==> config.mk <==
export PLATFORM = sky130hd
export DESIGN_NAME = fp16_add_normalize_flat
export DESIGN_NICKNAME = d
export VERILOG_FILES = /design/src/rtl/fp16_pkg.sv /design/src/rtl/fp16_add_normalize_if.sv /design/src/rtl/fp16_add_normalize_lzc_13b.sv /design/src/rtl/fp16_add_normalize.sv /design/src/flat_wrapper.sv
export SDC_FILE = /design/constraint.sdc
export NUM_CORES = 1
export LEC_CHECK = 0
export CAP_MARGIN = 40
export CORE_AREA = 2 2 63 94
export CTS_CLUSTER_SIZE = 30
export DETAILED_ROUTE_END_ITERATION = 7
export DIE_AREA = 0 0 65 96
export PLACE_DENSITY = 0.73
export SETUP_SLACK_MARGIN = 0.02
export SLEW_MARGIN = 20
export SYNTH_ARGS = -nofsm -noshare
export SYNTH_HDL_FRONTEND = slang
export SYNTH_SLANG_ARGS = --single-unit
==> constraint.sdc <==
create_clock -name clk -period 8 [get_ports clk]
set_clock_uncertainty 0.15 [all_clocks]
set_input_delay 1.2 -clock clk [delete_from_list [all_inputs] [get_ports clk]]
set_output_delay 1.2 -clock clk [all_outputs]
set_load 0.1 [all_outputs]
==> src/rtl/fp16_pkg.sv <==
// fp16_pkg: shared constants and types for the FP16 adder normalise/round stage.
// Optional flag output controlled by FP16_ADD_FLAGS_EN (see fp16_add_normalize).
package fp16_pkg;

    localparam int FP16_EXP_W   = 5;
    localparam int FP16_FRAC_W  = 10;
    localparam int FP16_BIAS    = 15;
    localparam int FP16_EXP_MAX = 31;
    localparam int ADD_FRAC_W   = 13;

    // Packed IEEE half-precision word.
    typedef struct packed {
        logic                   sign;
        logic [FP16_EXP_W-1:0]  exp;
        logic [FP16_FRAC_W-1:0] frac;
    } fp16_t;

    // Exception flags carried alongside a result.
    typedef struct packed {
        logic overflow;
        logic underflow;
        logic inexact;
    } add_flags_t;

    // Assemble an FP16 word from its fields.
    function automatic fp16_t fp16_pack(input logic                   sign,
                                        input logic [FP16_EXP_W-1:0]  exp,
                                        input logic [FP16_FRAC_W-1:0] frac);
        fp16_t w;
        w.sign = sign;
        w.exp  = exp;
        w.frac = frac;
        return w;
    endfunction

endpackage

==> src/rtl/fp16_add_normalize_if.sv <==
// fp16_add_normalize_if: input (fraction-sum) and output (packed FP16) channels
// of the normalise stage. out_flags exists only with FP16_ADD_FLAGS_EN.
interface fp16_add_normalize_if;
    import fp16_pkg::*;

    logic                  in_valid;
    logic                  in_ready;
    logic                  in_sign;
    logic [ADD_FRAC_W-1:0] in_sum;
    logic                  in_carry;
    logic [FP16_EXP_W-1:0] in_exp;
    logic                  out_valid;
    logic                  out_ready;
    logic [15:0]           out_data;
`ifdef FP16_ADD_FLAGS_EN
    logic [2:0]            out_flags;

    modport master (
        output in_valid, in_sign, in_sum, in_carry, in_exp, out_ready,
        input  in_ready, out_valid, out_data, out_flags
    );

    modport slave (
        input  in_valid, in_sign, in_sum, in_carry, in_exp, out_ready,
        output in_ready, out_valid, out_data, out_flags
    );
`else
    modport master (
        output in_valid, in_sign, in_sum, in_carry, in_exp, out_ready,
        input  in_ready, out_valid, out_data
    );

    modport slave (
        input  in_valid, in_sign, in_sum, in_carry, in_exp, out_ready,
        output in_ready, out_valid, out_data
    );
`endif

endinterface

==> src/rtl/fp16_add_normalize_lzc_13b.sv <==
// lzc_13b: combinational leading-zero counter for the 13-bit sum magnitude.
// Returns 13 for an all-zero input.
module lzc_13b (
    input  logic [12:0] data_i,
    output logic [3:0]  count_o
);

    // Priority encode the most significant set bit.
    always_comb begin
        count_o = 4'd13;
        casez (data_i)
            13'b1????????????: count_o = 4'd0;
            13'b01???????????: count_o = 4'd1;
            13'b001??????????: count_o = 4'd2;
            13'b0001?????????: count_o = 4'd3;
            13'b00001????????: count_o = 4'd4;
            13'b000001???????: count_o = 4'd5;
            13'b0000001??????: count_o = 4'd6;
            13'b00000001?????: count_o = 4'd7;
            13'b000000001????: count_o = 4'd8;
            13'b0000000001???: count_o = 4'd9;
            13'b00000000001??: count_o = 4'd10;
            13'b000000000001?: count_o = 4'd11;
            13'b0000000000001: count_o = 4'd12;
            default:           count_o = 4'd13;
        endcase
    end

endmodule

==> src/rtl/fp16_add_normalize.sv <==
// fp16_add_normalize: two-stage normalise (A) and round/pack (B) pipeline that
// turns the fraction-add result into an FP16 word, round-to-nearest-even,
// overflow to Inf, flush-to-zero on underflow.
// Define FP16_ADD_FLAGS_EN to add the {overflow, underflow, inexact} output.
module fp16_add_normalize
    import fp16_pkg::*;
(
    input  logic                 clk,
    input  logic                 rst,
    fp16_add_normalize_if.slave  bus
);

    // Stage A registers: normalised mantissa with guard/sticky in [1:0].
    logic                  a_valid_q, a_valid_d;
    logic                  a_sign_q,  a_sign_d;
    logic                  a_zero_q,  a_zero_d;
    logic [6:0]            a_exp_q,   a_exp_d;   // two's-complement exponent
    logic [ADD_FRAC_W-1:0] a_norm_q,  a_norm_d;

    // Stage B registers: packed result.
    logic                  b_valid_q, b_valid_d;
    fp16_t                 b_data_q,  b_data_d;
`ifdef FP16_ADD_FLAGS_EN
    add_flags_t            b_flags_q, b_flags_d;
`endif

    logic [3:0]            lz_s;
    logic                  a_load_s;
    logic                  a_adv_s;
    logic                  in_ready_s;
    logic [10:0]           m_s;
    logic                  g_s;
    logic                  sticky_s;
    logic                  rnd_up_s;
    logic [11:0]           m_rnd_s;
    logic [6:0]            exp_rnd_s;
    logic [FP16_FRAC_W-1:0] frac_rnd_s;
    logic                  ovf_s;
    logic                  unf_s;
    fp16_t                 result_s;

    lzc_13b u_lzc (
        .data_i  (bus.in_sum),
        .count_o (lz_s)
    );

    // A advances whenever B is empty or B's beat leaves this cycle.
    assign a_adv_s    = a_valid_q && (!b_valid_q || bus.out_ready);
    assign in_ready_s = !a_valid_q || a_adv_s;
    assign a_load_s   = bus.in_valid && in_ready_s;

    // Stage A next state: normalise the incoming sum.
    always_comb begin
        a_sign_d = bus.in_sign;
        a_zero_d = 1'b0;
        a_norm_d = '0;
        a_exp_d  = 7'd0;
        if (bus.in_carry) begin
            // Carry-out: shift right one, folding the dropped bit into sticky.
            a_norm_d = {1'b1, bus.in_sum[12:2], bus.in_sum[1] | bus.in_sum[0]};
            a_exp_d  = {2'b00, bus.in_exp} + 7'd1;
        end else if (lz_s == 4'd13) begin
            // Exact cancellation always yields +0.
            a_zero_d = 1'b1;
            a_sign_d = 1'b0;
        end else begin
            a_norm_d = bus.in_sum << lz_s;
            a_exp_d  = {2'b00, bus.in_exp} - {3'b000, lz_s};
        end
    end

    // Stage B datapath: round-to-nearest-even and range handling.
    always_comb begin
        m_s        = a_norm_q[12:2];
        g_s        = a_norm_q[1];
        sticky_s   = a_norm_q[0];
        rnd_up_s   = g_s && (sticky_s || m_s[0]);
        m_rnd_s    = {1'b0, m_s} + {11'd0, rnd_up_s};
        exp_rnd_s  = a_exp_q + {6'd0, m_rnd_s[11]};
        ovf_s      = 1'b0;
        unf_s      = 1'b0;
        result_s   = '0;
        if (m_rnd_s[11]) begin
            // Rounded up to 2.0: mantissa becomes 1.0 at the next exponent.
            frac_rnd_s = '0;
        end else begin
            frac_rnd_s = m_rnd_s[FP16_FRAC_W-1:0];
        end
        if (a_zero_q) begin
            result_s = '0;
        end else if ($signed(exp_rnd_s) >= $signed(7'(FP16_EXP_MAX))) begin
            ovf_s    = 1'b1;
            result_s = fp16_pack(a_sign_q, 5'h1F, 10'h000);
        end else if ($signed(exp_rnd_s) <= $signed(7'd0)) begin
            unf_s    = 1'b1;
            result_s = fp16_pack(a_sign_q, 5'h00, 10'h000);
        end else begin
            result_s = fp16_pack(a_sign_q, exp_rnd_s[FP16_EXP_W-1:0], frac_rnd_s);
        end
    end

    // Pipeline next-state: load A on input handshake, B when A advances.
    always_comb begin
        if (a_load_s) begin
            a_valid_d = 1'b1;
        end else if (a_adv_s) begin
            a_valid_d = 1'b0;
        end else begin
            a_valid_d = a_valid_q;
        end

        b_data_d = b_data_q;
`ifdef FP16_ADD_FLAGS_EN
        b_flags_d = b_flags_q;
`endif
        if (a_adv_s) begin
            b_valid_d = 1'b1;
            b_data_d  = result_s;
`ifdef FP16_ADD_FLAGS_EN
            b_flags_d.overflow  = ovf_s;
            b_flags_d.underflow = unf_s;
            b_flags_d.inexact   = g_s | sticky_s | ovf_s | unf_s;
`endif
        end else if (bus.out_ready) begin
            b_valid_d = 1'b0;
        end else begin
            b_valid_d = b_valid_q;
        end
    end

    // State registers with synchronous reset discarding in-flight beats.
    always_ff @(posedge clk) begin
        if (rst) begin
            a_valid_q <= 1'b0;
            a_sign_q  <= 1'b0;
            a_zero_q  <= 1'b0;
            a_exp_q   <= 7'd0;
            a_norm_q  <= '0;
            b_valid_q <= 1'b0;
            b_data_q  <= '0;
`ifdef FP16_ADD_FLAGS_EN
            b_flags_q <= '0;
`endif
        end else begin
            a_valid_q <= a_valid_d;
            if (a_load_s) begin
                a_sign_q <= a_sign_d;
                a_zero_q <= a_zero_d;
                a_exp_q  <= a_exp_d;
                a_norm_q <= a_norm_d;
            end
            b_valid_q <= b_valid_d;
            b_data_q  <= b_data_d;
`ifdef FP16_ADD_FLAGS_EN
            b_flags_q <= b_flags_d;
`endif
        end
    end

    assign bus.in_ready  = in_ready_s;
    assign bus.out_valid = b_valid_q;
    assign bus.out_data  = b_data_q;
`ifdef FP16_ADD_FLAGS_EN
    assign bus.out_flags = b_flags_q;
`endif

endmodule

==> src/flat_wrapper.sv <==
// flat-port wrapper written by rule: the top's interface ports become plain ports
module fp16_add_normalize_flat import fp16_pkg::*;
  (clk, rst, bus_in_valid, bus_in_sign, bus_in_sum, bus_in_carry, bus_in_exp, bus_out_ready, bus_in_ready, bus_out_valid, bus_out_data);
  fp16_add_normalize_if bus_i ();
  input  logic clk;
  input  logic rst;
  input wire logic [$bits(bus_i.in_valid)-1:0] bus_in_valid;
  input wire logic [$bits(bus_i.in_sign)-1:0] bus_in_sign;
  input wire logic [$bits(bus_i.in_sum)-1:0] bus_in_sum;
  input wire logic [$bits(bus_i.in_carry)-1:0] bus_in_carry;
  input wire logic [$bits(bus_i.in_exp)-1:0] bus_in_exp;
  input wire logic [$bits(bus_i.out_ready)-1:0] bus_out_ready;
  output wire logic [$bits(bus_i.in_ready)-1:0] bus_in_ready;
  output wire logic [$bits(bus_i.out_valid)-1:0] bus_out_valid;
  output wire logic [$bits(bus_i.out_data)-1:0] bus_out_data;
  assign bus_i.in_valid = bus_in_valid;
  assign bus_i.in_sign = bus_in_sign;
  assign bus_i.in_sum = bus_in_sum;
  assign bus_i.in_carry = bus_in_carry;
  assign bus_i.in_exp = bus_in_exp;
  assign bus_i.out_ready = bus_out_ready;
  assign bus_in_ready = bus_i.in_ready;
  assign bus_out_valid = bus_i.out_valid;
  assign bus_out_data = bus_i.out_data;
  fp16_add_normalize u_core (.clk(clk), .rst(rst), .bus(bus_i));
endmodule
==> impl_metrics.yaml <==
run_status:
  status: "complete, no violations"
cts:
  clockRootBuffer: "clkbuf_8"
  cts.reportedPaths.clkPinSlew_ns: 0.07
  cts_buffers: 5
  ctsLongestPathBuffers: 2
  htreeDepth: 2
  cts.repair.resized: 0
  clock_latency_ns: 0.29
  cts_tree: "done"
  post_cts_buffers: 0
  cts_hold_buf: 0
  clock_sinks: 40
timing:
  period_share: 0.549
  period_needed_ns: 4.39
  setup_viol: 0
  drv_slew: 0
  max_slew_margin: 0.478
  tightest_slew_ns: 0.783
  setup-tns-final_ns: 0
  rsz0062_at_grt: "false"
  hold_viol: 0
  fmax_ghz: 0.228
yosys:
  ys_seq_area_frac: 0.305
  synth_most_common_cell: "nor2_1"
  yosysTopAreaCell: "dfxtp_1"
  synth_top_area_share: 0.305
  synthSimpleGateAreaFrac: 0.261
  synth_compound_area_frac: 0.223
  synth-async-reset-ratio: 0
  postSynthCellCount: 333
  synthXorXnorAreaFrac: 0.0634
  synth_edf_count: 0
  yosysUniqueCellTypes: 47
  yosys-top-cells-area: "dfxtp_1, nor2_1, mux2i_1"
  avgSynthCellArea_sq_um: 7.88
  synth_top_family_by_area: "simple AND/OR/NAND/NOR gates"
  synth_fa_ha_area_frac: 0.0505
  syn_nets: 367
  yosysWarnings: 0
  synth_commonest_cells: "nor2_1, dfxtp_1, nand2_1"
  synthesis.area_sq_um: 2620
  muxShareOfSynthArea: 0.0572
  ys_ff_latch: 40
  ys.flop_type: "dfxtp_1"
cells_and_area:
  nNetsFinal: 418
  multi_input_area_sq_um: 1720
  syn2layout_area_growth_pct: 31.3
  final_util: 0.637
  final_layout_size_suffix_gt1_frac: 0.0909
  fillCellCount: 471
  antenna_cells: 0
  instances_no_fill: 455
  seqCellArea_sq_um: 801
setup_path:
  worstSetupPathType: "input pin to flop"
  crit_family: "compound AO/OA/AOI/OAI gates"
  cp_num_buf_inv: 2
  cp_cell_sequence: "clkdlybuf4s50_1, nor4_4, nand2_2, o311ai_4, ha_1, fa_1, inv_1, a21o_1, a21oi_1, xor2_1, a221oi_1, nor3_1"
  reg2reg_slack_ns: 3.66
  start_kind: "input pin"
  slowest_stage: "clkdlybuf4s50_1"
  r2r_end: "u_core.bus.out_data[2]"
  critPathCaptureType: "flop"
  slowest_delay_ns: 0.56
  r2r_cells: 15
  worstReg2RegStart: "u_core.a_norm_q[2]"
  cp.required_ns: 8.01
  arrival_ns: 4.40
  critPathMaxFanout: 13
floorplanning:
  num_rows: 33
  pin_count: 42
  die_w_um: 65
  core_area_sq_um: 5410
  initial_core_util: 0.485
  die_area_sq_um: 6240
  die_y_um: 96
global_route:
  grt_use_total: 0.238
  grt_first_pass_wirelength_um: 11500
  grt.overflow.total: 0
  grt_pass1_vias: 2419
  antenna_found_initial: 0
  grt_max_degree: 42
power_and_ir_drop:
  power_frac_comb: 0.287
  power.density_nw_per_um2: 145
  p_int_uw: 338
  clockPowerShare: 0.269
  ir_drop_mv: 0.0611
  leakage_uw: 0.00132
  seqPwrFrac: 0.443
  swShare: 0.321
  p_sw_uw: 160
route:
  post_drt_via_cell_ratio: 5.85
  antenna_left: 0
  drc_errors: 0
  first_pass_iters: 4
  drt_iter0_drc: 177
  vias: 2662
  postRouteWirelength_um: 7160
  wire_per_inst_um: 15.7
run:
  drv_cap: 0
placement:
  io_buffer_count: 41
  dpl.cell_count: 445
  place_congestion: 0.964
  dp_hpwl_um: 5450
worst_hold_path:
  hold_path_class: "flop to flop"
  min_to: "u_core.a_sign_q"
  worstHoldStart: "u_core.a_sign_q"
  worstHoldPathCells: 2
[state kept, by name, indices dropped and copies added (netlist names)]
register / flops
u_core.bus.out_data: 16
u_core.a_norm_q: 13
u_core.a_valid_q: 1
u_core.a_zero_q: 1
u_core.bus.out_valid: 1
u_core.a_sign_q: 1
u_core.a_exp_q: 7
[worst max path at each step]
| stage | startpoint | end | slack, ns | cells after the start |
|---|---|---|---|---|
| after detailed placement | bus_in_sum[9] | u_core.a_exp_q[4] | 3.35 | 12 |
| final | bus_in_sum[9] | u_core.a_exp_q[4] | 3.61 | 12 |
| after CTS | bus_in_sum[9] | u_core.a_exp_q[4] | 3.65 | 12 |
| after global placement | bus_in_sum[8] | u_core.a_exp_q[4] | 3.42 | 12 |
| after floorplan | bus_in_sum[10] | u_core.a_exp_q[4] | 4.31 | 12 |
| after global routing | u_core.a_norm_q[2] | u_core.bus.out_data[2] | 3.21 | 15 |
[cells by family (layout without fill, tap and decap cells)]
logic type,count (synthesis),in the layout
AO/OA/AOI/OAI,83,83
XOR/XNOR,19,19
adder cells (fa/ha/maj),10,10
buffers and inverters,27,79
flip-flops,40,40
multiplexers,15,15
AND/OR/NAND/NOR,139,139
[worst reg2reg max path, cell delays in order (launching register included)]
cell and delay [ns]:
dfxtp_1 0.36, o21a_1 0.12, ha_1 0.20, and3_1 0.24
and4_1 0.23, and4_1 0.25, and3_1 0.21, ha_1 0.21
ha_1 0.24, nand3_1 0.16, o21ai_1 0.16, nor4b_1 0.61
nand4b_1 0.38, nor2_1 0.47, a22oi_1 0.15, nor2_1 0.13
[per-layer routing]
layer | vias up | global-route usage | share of wire
met5 | - | 0 | 0
met1 | 1234 | 0.266 | 0.40
met4 | 0 | 0.151 | 0.055
li1 | 1317 | - | -
met3 | 29 | 0.0304 | 0.036
met2 | 82 | 0.424 | 0.51
[cells in the final DEF, fill, tap and decap left out, types with 8 or more instances in the layout]
cell and count:
a21oi_1 26, a221oi_1 15, a22oi_1 9, buf_8 18, clkdlybuf4s50_1 41, dfxtp_1 40
ha_1 9, inv_1 8, mux2i_1 15, nand2_1 29, nand3_1 14, nor2_1 48
nor3_1 17, o21ai_0 9, xnor2_1 10, xor2_1 9
[final cells by class]
cell class                      count  share of cell area
Timing Repair Buffer               63               0.208
Clock buffer                        8              0.0261
Tap cell                           70              0.0254
Sequential cell                    40               0.232
Multi-Input combinational cell    266               0.499
Inverter                            8             0.00871
[per-stage QoR]
stage | hold slack, ns | power [uW] | instance area (sq um) | setup slack [ns]
finish | 0.304 | 498 | 3450 | 3.61
global route | 0.325 | 524 | 3450 | 3.21
CTS | 0.306 | 497 | 3420 | 3.65
detailed placement | 0.298 | 365 | 3330 | 3.35
global placement | 0.286 | 355 | 3060 | 3.42
floorplan | 0.277 | 314 | 2620 | 4.31
[power by group through the flow]
stage	clock network, uW	logic, uW	registers, uW
floorplan	0	71.6	242
global placement	0	131	224
detailed placement	0	140	225
CTS	136	141	220
global route	147	155	222
finish	134	143	221
Note: power is estimated with default switching activity, not from simulation.
